<file path="config.mk">
export PLATFORM = sky130hd
export DESIGN_NAME = fetch_unit
export DESIGN_NICKNAME = d
export VERILOG_FILES = /design/src/rtl/fetch_pkg.sv /design/src/rtl/fetch_pc_register.sv /design/src/rtl/fetch_unit.sv
export SDC_FILE = /design/constraint.sdc
export NUM_CORES = 1
export LEC_CHECK = 0
export BUFFER_PORTS_ARGS = -buffer_cell sky130_fd_sc_hd__buf_4
export CORE_MARGIN = 2
export CORE_UTILIZATION = 44
export DETAILED_ROUTE_END_ITERATION = 6
export GPL_ROUTABILITY_DRIVEN = 0
export GPL_TIMING_DRIVEN = 0
export PLACE_DENSITY_LB_ADDON = 0.12
export SETUP_SLACK_MARGIN = 0.15
export SYNTH_ARGS = -nofsm -noshare
export SYNTH_HDL_FRONTEND = slang
export SYNTH_SLANG_ARGS = --single-unit
export TNS_END_PERCENT = 10
</file>
<file path="constraint.sdc">
create_clock -name clk -period 1.9 [get_ports clk]
set_input_delay 0.095 -clock clk [delete_from_list [all_inputs] [get_ports clk]]
set_output_delay 0.095 -clock clk [all_outputs]
set_load 0.03 [all_outputs]
</file>
<file path="src/rtl/fetch_pkg.sv">
// Shared definitions for the instruction-fetch stage.
//   fetch_state_e    : fetch FSM state encoding
//   RESET_PC_DEFAULT : default PC loaded on reset
//   PC_INC_DEFAULT   : default byte step between sequential fetches
//   NOP_INSTR        : zero instruction used as the bubble value
package fetch_pkg;
  typedef enum logic [1:0] {
    S_IDLE  = 2'd0,
    S_REQ   = 2'd1,
    S_HOLD  = 2'd2,
    S_DRAIN = 2'd3
  } fetch_state_e;

  localparam logic [31:0] RESET_PC_DEFAULT = 32'h0000_0000;
  localparam logic [31:0] PC_INC_DEFAULT   = 32'd4;
  localparam logic [31:0] NOP_INSTR        = 32'h0000_0000;
endpackage

</file>
<file path="src/rtl/fetch_pc_register.sv">
// Program counter register.
//   clk, rst     : clock, async active-high reset (loads RESET_PC)
//   inc_en       : advance to pc + PC_INC
//   load_en      : load load_addr (wins over inc_en)
//   load_addr    : redirect address
//   pc           : current PC
//   pc_seq       : pc + PC_INC (32-bit wrap)
module pc_register
  import fetch_pkg::*;
#(
  parameter logic [31:0] RESET_PC = RESET_PC_DEFAULT,
  parameter logic [31:0] PC_INC   = PC_INC_DEFAULT
) (
  input  logic        clk,
  input  logic        rst,
  input  logic        inc_en,
  input  logic        load_en,
  input  logic [31:0] load_addr,
  output logic [31:0] pc,
  output logic [31:0] pc_seq
);
  logic [31:0] pc_q, pc_d;

  assign pc_seq = pc_q + PC_INC;
  assign pc     = pc_q;

  always_comb begin
    pc_d = pc_q;
    if (load_en)     pc_d = load_addr;
    else if (inc_en) pc_d = pc_seq;
  end

  always_ff @(posedge clk or posedge rst) begin
    if (rst) pc_q <= RESET_PC;
    else     pc_q <= pc_d;
  end
endmodule

</file>
<file path="src/rtl/fetch_unit.sv">
// Instruction-fetch stage: owns the PC, runs a req/ack imem handshake and
// feeds the IF/ID register with {PC+PC_INC, instruction}, write and flush.
//   clk, rst                     : clock, async active-high reset
//   stall                        : hold PC and IF/ID this cycle
//   branch_taken, branch_target  : redirect from ID (highest priority)
//   imem_req, imem_addr          : level request, address = PC
//   imem_ack, imem_rdata         : one-cycle response pulse + data
//   if_id_pc, if_id_instr        : delivered PC+PC_INC / instruction (0 otherwise)
//   if_id_write, if_id_flush     : IF/ID write enable / bubble insert
module fetch_unit
  import fetch_pkg::*;
#(
  parameter logic [31:0] RESET_PC = RESET_PC_DEFAULT,
  parameter logic [31:0] PC_INC   = PC_INC_DEFAULT
) (
  input  logic        clk,
  input  logic        rst,
  input  logic        stall,
  input  logic        branch_taken,
  input  logic [31:0] branch_target,
  output logic        imem_req,
  output logic [31:0] imem_addr,
  input  logic        imem_ack,
  input  logic [31:0] imem_rdata,
  output logic [31:0] if_id_pc,
  output logic [31:0] if_id_instr,
  output logic        if_id_write,
  output logic        if_id_flush
);
  fetch_state_e state_q, state_d;
  logic [31:0]  hold_q, hold_d;
  logic [31:0]  pc, pc_seq;
  logic         deliver, from_hold;

  pc_register #(.RESET_PC(RESET_PC), .PC_INC(PC_INC)) u_pc (
    .clk       (clk),
    .rst       (rst),
    .inc_en    (deliver),
    .load_en   (branch_taken),
    .load_addr (branch_target),
    .pc        (pc),
    .pc_seq    (pc_seq)
  );

  always_comb begin
    state_d   = state_q;
    hold_d    = hold_q;
    deliver   = 1'b0;
    from_hold = 1'b0;
    imem_req  = 1'b0;
    case (state_q)
      S_IDLE: state_d = S_REQ;
      S_REQ: begin
        imem_req = 1'b1;
        if (branch_taken) begin
          // Without an ack the response still in flight is for the old PC.
          state_d = imem_ack ? S_REQ : S_DRAIN;
        end else if (imem_ack) begin
          if (stall) begin
            hold_d  = imem_rdata;
            state_d = S_HOLD;
          end else begin
            deliver = 1'b1;
          end
        end
      end
      S_HOLD: begin
        if (branch_taken) begin
          hold_d  = NOP_INSTR;
          state_d = S_REQ;
        end else if (!stall) begin
          deliver   = 1'b1;
          from_hold = 1'b1;
          state_d   = S_REQ;
        end
      end
      S_DRAIN: begin
        // The stale ack retires the old request even alongside a new redirect.
        if (imem_ack) state_d = S_REQ;
      end
      default: state_d = S_IDLE;
    endcase
  end

  always_ff @(posedge clk or posedge rst) begin
    if (rst) begin
      state_q <= S_IDLE;
      hold_q  <= NOP_INSTR;
    end else begin
      state_q <= state_d;
      hold_q  <= hold_d;
    end
  end

  assign imem_addr   = pc;
  // Gated by rst so IF/ID sees neither write nor flush while in reset.
  assign if_id_write = !rst && deliver;
  assign if_id_flush = !rst && (branch_taken || (!stall && !deliver));
  assign if_id_pc    = deliver ? pc_seq : 32'h0;
  assign if_id_instr = deliver ? (from_hold ? hold_q : imem_rdata) : NOP_INSTR;
endmodule

</file>
# Yosys cells after proc, flatten, opt, wreduce, memory -nomap -nowiden
# Index checks and enable logic that the tools add are counted.
# Widths: inputs -> output; s select.
# word_totals
regBits	66
inputBits	69
out_inout_bits	99
word_cells	52
# op_classes
addsub	1
eq_ne	11
n_mux	25
reduce_logical	12
# op_table
op	count
$mux 32	9
$pmux 32 s2	1
$add 32x3->32 const B	1
$mux 2	7
$ne 2x2->1 const B	5
$ne 3x3->1 const B	3
$pmux 2 s4	1
$mux 1	6
$reduce_and 5->1	1
$eq 2x2->1 const B	2
$reduce_and 4->1	1
$reduce_bool 2->1	2
$logic_and 1x1->1	3
$logic_not 1->1	3
$eq 2x1->1 const B	1
$logic_not 2->1	1
$pmux 1 s2	1
$logic_or 1x1->1	1

# Depth between registers and ports, before layout
# logic_depth
depth_word	8
ltp_mapped	9
depth_no_buf	7

# Hierarchy
# From an unflattened synthesis, not the netlist that was laid out.
# hier_totals
hier_cells	603
area_unflattened_um2	4757.1
# by_module_without_submodules
mod	instances	cells_each	area_per_inst_um2
pc_register	1	293	2414.8
fetch_unit	1	310	2342.2

# Least setup slack after synthesis
# Ideal clock, no wire load.
# synth_path
path_kind	flip-flop to output port
from	reg state_q[1]
to	out if_id_instr[29]
arrival_time_ps	2273
t_required_ps	1805
setup_slack_ps	-468
stages_incl_launch_ff	9
path_buffers	3
path_cell_list	dfrtp_1 inv_1 ha_1 a21oi_2 or4_1 buf_2 buf_6 buf_2 a21oi_1
# synth_via
elab_chain_len	4
word_cells_on_any_way	6
classes_between	eq/ne (2); mux (4)
# synth_rtl
item	line	rtl
start, declared	fetch_unit.sv:30	fetch_state_e state_q, state_d;
start signal, assigned	fetch_unit.sv:90	state_q <= state_d;
$eq 2x2->1	fetch_unit.sv:51	case (state_q)
$mux 1	fetch_unit.sv:51	
$mux 32	fetch_unit.sv:100	assign if_id_instr = deliver ? (from_hold ? hold_q : imem_rdata) : NOP_INSTR;
$mux 32 *	fetch_unit.sv:100	
end, declared	fetch_unit.sv:26	output logic [31:0] if_id_instr,
# Mark *: on every way between the ends. The rest lies on a longest branch, timed or not.

# Worst setup path after layout
# layout_path
from	reg state_q[1]
to	out if_id_instr[6]
# Same word-level chain as after synthesis.

==> parameters.txt <==
Parameter                              Value

Synth
  Number of distinct library cells after synthesis    38
  Proportion of synthesized chip area in sequential cells    0.422
  Async set-reset flop share out of synthesis    1.00
  Mapped Area    3920 µm²
  EDFF count, synth    0
  Instance count of the mapped netlist    451
  Most used DFF post-synth    sky130_fd_sc_hd__dfrtp_1
  Synthesized Nets    524
  Warnings, synthesis    0
  Mean cell area of the mapped netlist    8.68 µm²
  Number of synthesized register bits    66

Route
  DRC violation count after routing    0
  Post-DRT Antenna Nets    0
  DR vias/cell    5.73
  Routed wire length    15200 µm
  Total via count in the routed design    4620
  Average wire per cell in the routed design    18.9 µm
  Detailed router's first-iteration violation count    218
  1st-pass router iterations    4

Critical path
  Startpoint kind of the worst setup timing path    register
  Required time worst endpoint    1800 ps
  Critical path type    reg -> out
  Crit path DAT    2280 ps
  Maximum net fanout on the critical path    10
  Category of the worst setup path capture point    output port

Clocking
  CTS clk-pin slew, worst paths    80 ps
  Number of buffers on the longest clock path    2
  Clock sink count    66
  Number of levels the H-tree was split into    3
  Number of buffers inserted during clock tree synthesis    9
  Later-pin clock latency in the skew report    350 ps
  Master cell of the clock root buffer    sky130_fd_sc_hd__clkbuf_8
  TritonCTS clock tree    built

STA
  Number of endpoints failing setup at the final stage    92
  Tmin final    2380 ps
  Part of the cycle the worst path needs    1.25
  Slew Limit Fails    0
  Final hold vios    0
  Slew at the pin closest to its max-slew limit    857 ps
  Setup repair after global routing missed its margin    true
  Setup TNS    -30490 ps
  Slew headroom    0.429
  Clock Skews    14.8 ps
  Final worst slack    -480 ps
  Highest achievable clock rate    420 MHz

Flow run
  Total of max-cap violations    0

Floorplanning
  Standard-cell row count    34
  Number of top-level design ports    168
  Width of the die    98.3 µm
  Core region area    8680 µm²
  Floorplan die area    9670 µm²
  Die height    98.3 µm
  Starting density of the core    0.451

GRT
  Initial antenna violation count    0
  Maximum number of pins on one net before global-route repair    67
  Global-route congestion overflow total    0
  Number of global-route vias before repair    4699
  Wire length of the first global-routing pass    23500 µm
  Overall Global Routing Usage    0.300

Final layout
  Number of standard cells in the final layout excluding fillers    806
  Filler instances    510
  Antenna Cells    0
  Most frequent standard cell in the layout excluding fill and tap cells    sky130_fd_sc_hd__buf_4
  Commonest non-fill, non-tap cells in the layout    sky130_fd_sc_hd__buf_4, sky130_fd_sc_hd__nand2_1, sky130_fd_sc_hd__buf_6
  Multi-input logic area    2760 µm²
  Area growth, synth to finish    85.0%
  Share of layout cells above drive strength 1    0.474
  Final net count    766
  Seq. cell area    1660 µm²

Power
  Comb pwr share    0.425
  Worst vdd ir    0.508 mV
  Switching Share    0.395
  Switching Power    2.43 mW
  Relative contribution of the clock network to total power    0.204
  Sequential cell fraction of total power    0.371
  Leakage power    3.13 nW
  Power per cell area    848 nW/µm²
  Internal power of the cells    3.71 mW

Run status
  Result of the run    finished, violations left
  Failing checks    setup timing

Hold path
  Worst min-delay path class    in -> reg

Placed design
  Worst slack after detailed placement    -326 ps
  Placed Cells incl. Taps    725
  Half-perimeter wire length of the detailed placement result    9180 µm
  IO buf count    166
-- power by group through the flow --
| stage | sequential, mW | combinational, mW | clock [mW] |
|---|---|---|---|
| after detailed placement | 2.25 | 2.15 | 0 |
| after global routing | 2.33 | 2.77 | 1.32 |
| final | 2.28 | 2.61 | 1.25 |
| after global placement | 2.22 | 2.12 | 0 |
| after CTS | 2.24 | 2.46 | 1.25 |
| after floorplan | 2.37 | 1.30 | 0 |
-- sequential cells by signal (all words and copies together) (netlist names) --
register	flops
hold_q	32
state_q	2
u_pc.pc	32
-- per-layer routing --
metal	track usage	part of all wire	vias to the layer above
met5	0	0	-
li1	-	-	2086
met3	0.0565	0.067	36
met2	0.502	0.50	202
met4	0.0875	0.026	0
met1	0.398	0.41	2296
-- cell type report --
type,instances,share of cell area
well taps,108,0.0187
flip-flops and latches,66,0.229
inverters,9,0.00501
repair buffers,231,0.292
clock inverters,6,0.00915
plain buffers,36,0.0461
clock buffers,10,0.0190
multi-input cells,340,0.380
-- critical path, cell delays in order (launching register included) --
cell	delay, ps
sky130_fd_sc_hd__dfrtp_2	450
sky130_fd_sc_hd__ha_4	260
sky130_fd_sc_hd__or4_4	480
sky130_fd_sc_hd__buf_6	140
sky130_fd_sc_hd__buf_12	150
sky130_fd_sc_hd__buf_12	160
sky130_fd_sc_hd__a21oi_4	140
sky130_fd_sc_hd__buf_6	150
-- path summary, 6_finish.rpt --
path | start | endpoint | slack [ps] | cells after the start
max | state_q[1]$_DFFE_PP0P_ | if_id_instr[6] | -480 | 7
min | imem_rdata[17] | hold_q[17]$_DFFE_PP0P_ | 6 | 2
min in group asynchronous | rst | u_pc.pc[23]$_DFFE_PP0P_ | 500 | 3
max in group asynchronous | rst | u_pc.pc[7]$_DFFE_PP0P_ | 780 | 3
min reg2reg | hold_q[11]$_DFFE_PP0P_ | hold_q[11]$_DFFE_PP0P_ | 500 | 1
max reg2reg | state_q[1]$_DFFE_PP0P_ | u_pc.pc[2]$_DFFE_PP0P_ | -160 | 5
-- Yosys cell counts, types with 7 or more instances --
| library cell | instances | area share |
|---|---|---|
| sky130_fd_sc_hd__o21ai_1 | 7 | 0.0089 |
| sky130_fd_sc_hd__a22oi_1 | 17 | 0.033 |
| sky130_fd_sc_hd__a22o_1 | 32 | 0.072 |
| sky130_fd_sc_hd__and2_1 | 7 | 0.011 |
| sky130_fd_sc_hd__a21oi_1 | 39 | 0.050 |
| sky130_fd_sc_hd__xnor2_1 | 10 | 0.022 |
| sky130_fd_sc_hd__nand3_1 | 9 | 0.012 |
| sky130_fd_sc_hd__buf_2 | 11 | 0.014 |
| sky130_fd_sc_hd__clkbuf_1 | 21 | 0.020 |
| sky130_fd_sc_hd__nor2_1 | 42 | 0.040 |
| sky130_fd_sc_hd__o21ai_0 | 16 | 0.020 |
| sky130_fd_sc_hd__xor2_1 | 18 | 0.040 |
| sky130_fd_sc_hd__inv_1 | 9 | 0.0086 |
| sky130_fd_sc_hd__dfrtp_1 | 66 | 0.42 |
| sky130_fd_sc_hd__nand2_1 | 83 | 0.080 |
| sky130_fd_sc_hd__nand4_1 | 12 | 0.019 |
-- cell families (layout without fill, tap and decap cells) --
kind of cell / Yosys count / count (layout) / synth area share
and+or+nand+nor: 178 / 178 / 0.221
AOI/OAI and AO/OA: 127 / 127 / 0.220
DFF: 66 / 66 / 0.422
buffers and inverters: 45 / 292 / 0.0534
xor gates and xnor gates: 28 / 28 / 0.0626
adders and majority gates: 4 / 4 / 0.0128
muxes: 3 / 3 / 0.00863
-- through the flow --
stage | instance area (µm²) | util | power (mW) | hold WS (ps)
after floorplan | 4280 | - | 3.67 | 222
after global placement | 5660 | 0.652 | 4.34 | 308
after detailed placement | 5660 | 0.652 | 4.40 | 321
after CTS | 7000 | 0.807 | 5.95 | 3.80
after global routing | 7240 | 0.835 | 6.42 | 12.9
final | 7240 | 0.835 | 6.14 | 6.50
-- timing repair --
action / in CTS / in global routing
hold buffers: 59 / 0
pin swaps: 9 / 8
gates resized for setup: 144 / 52
setup endpoints to repair: 127 / 127
buffers inserted: 3 / 3
hold endpoints to repair: 124 / 0
Note: power is estimated with default switching activity, not from simulation.
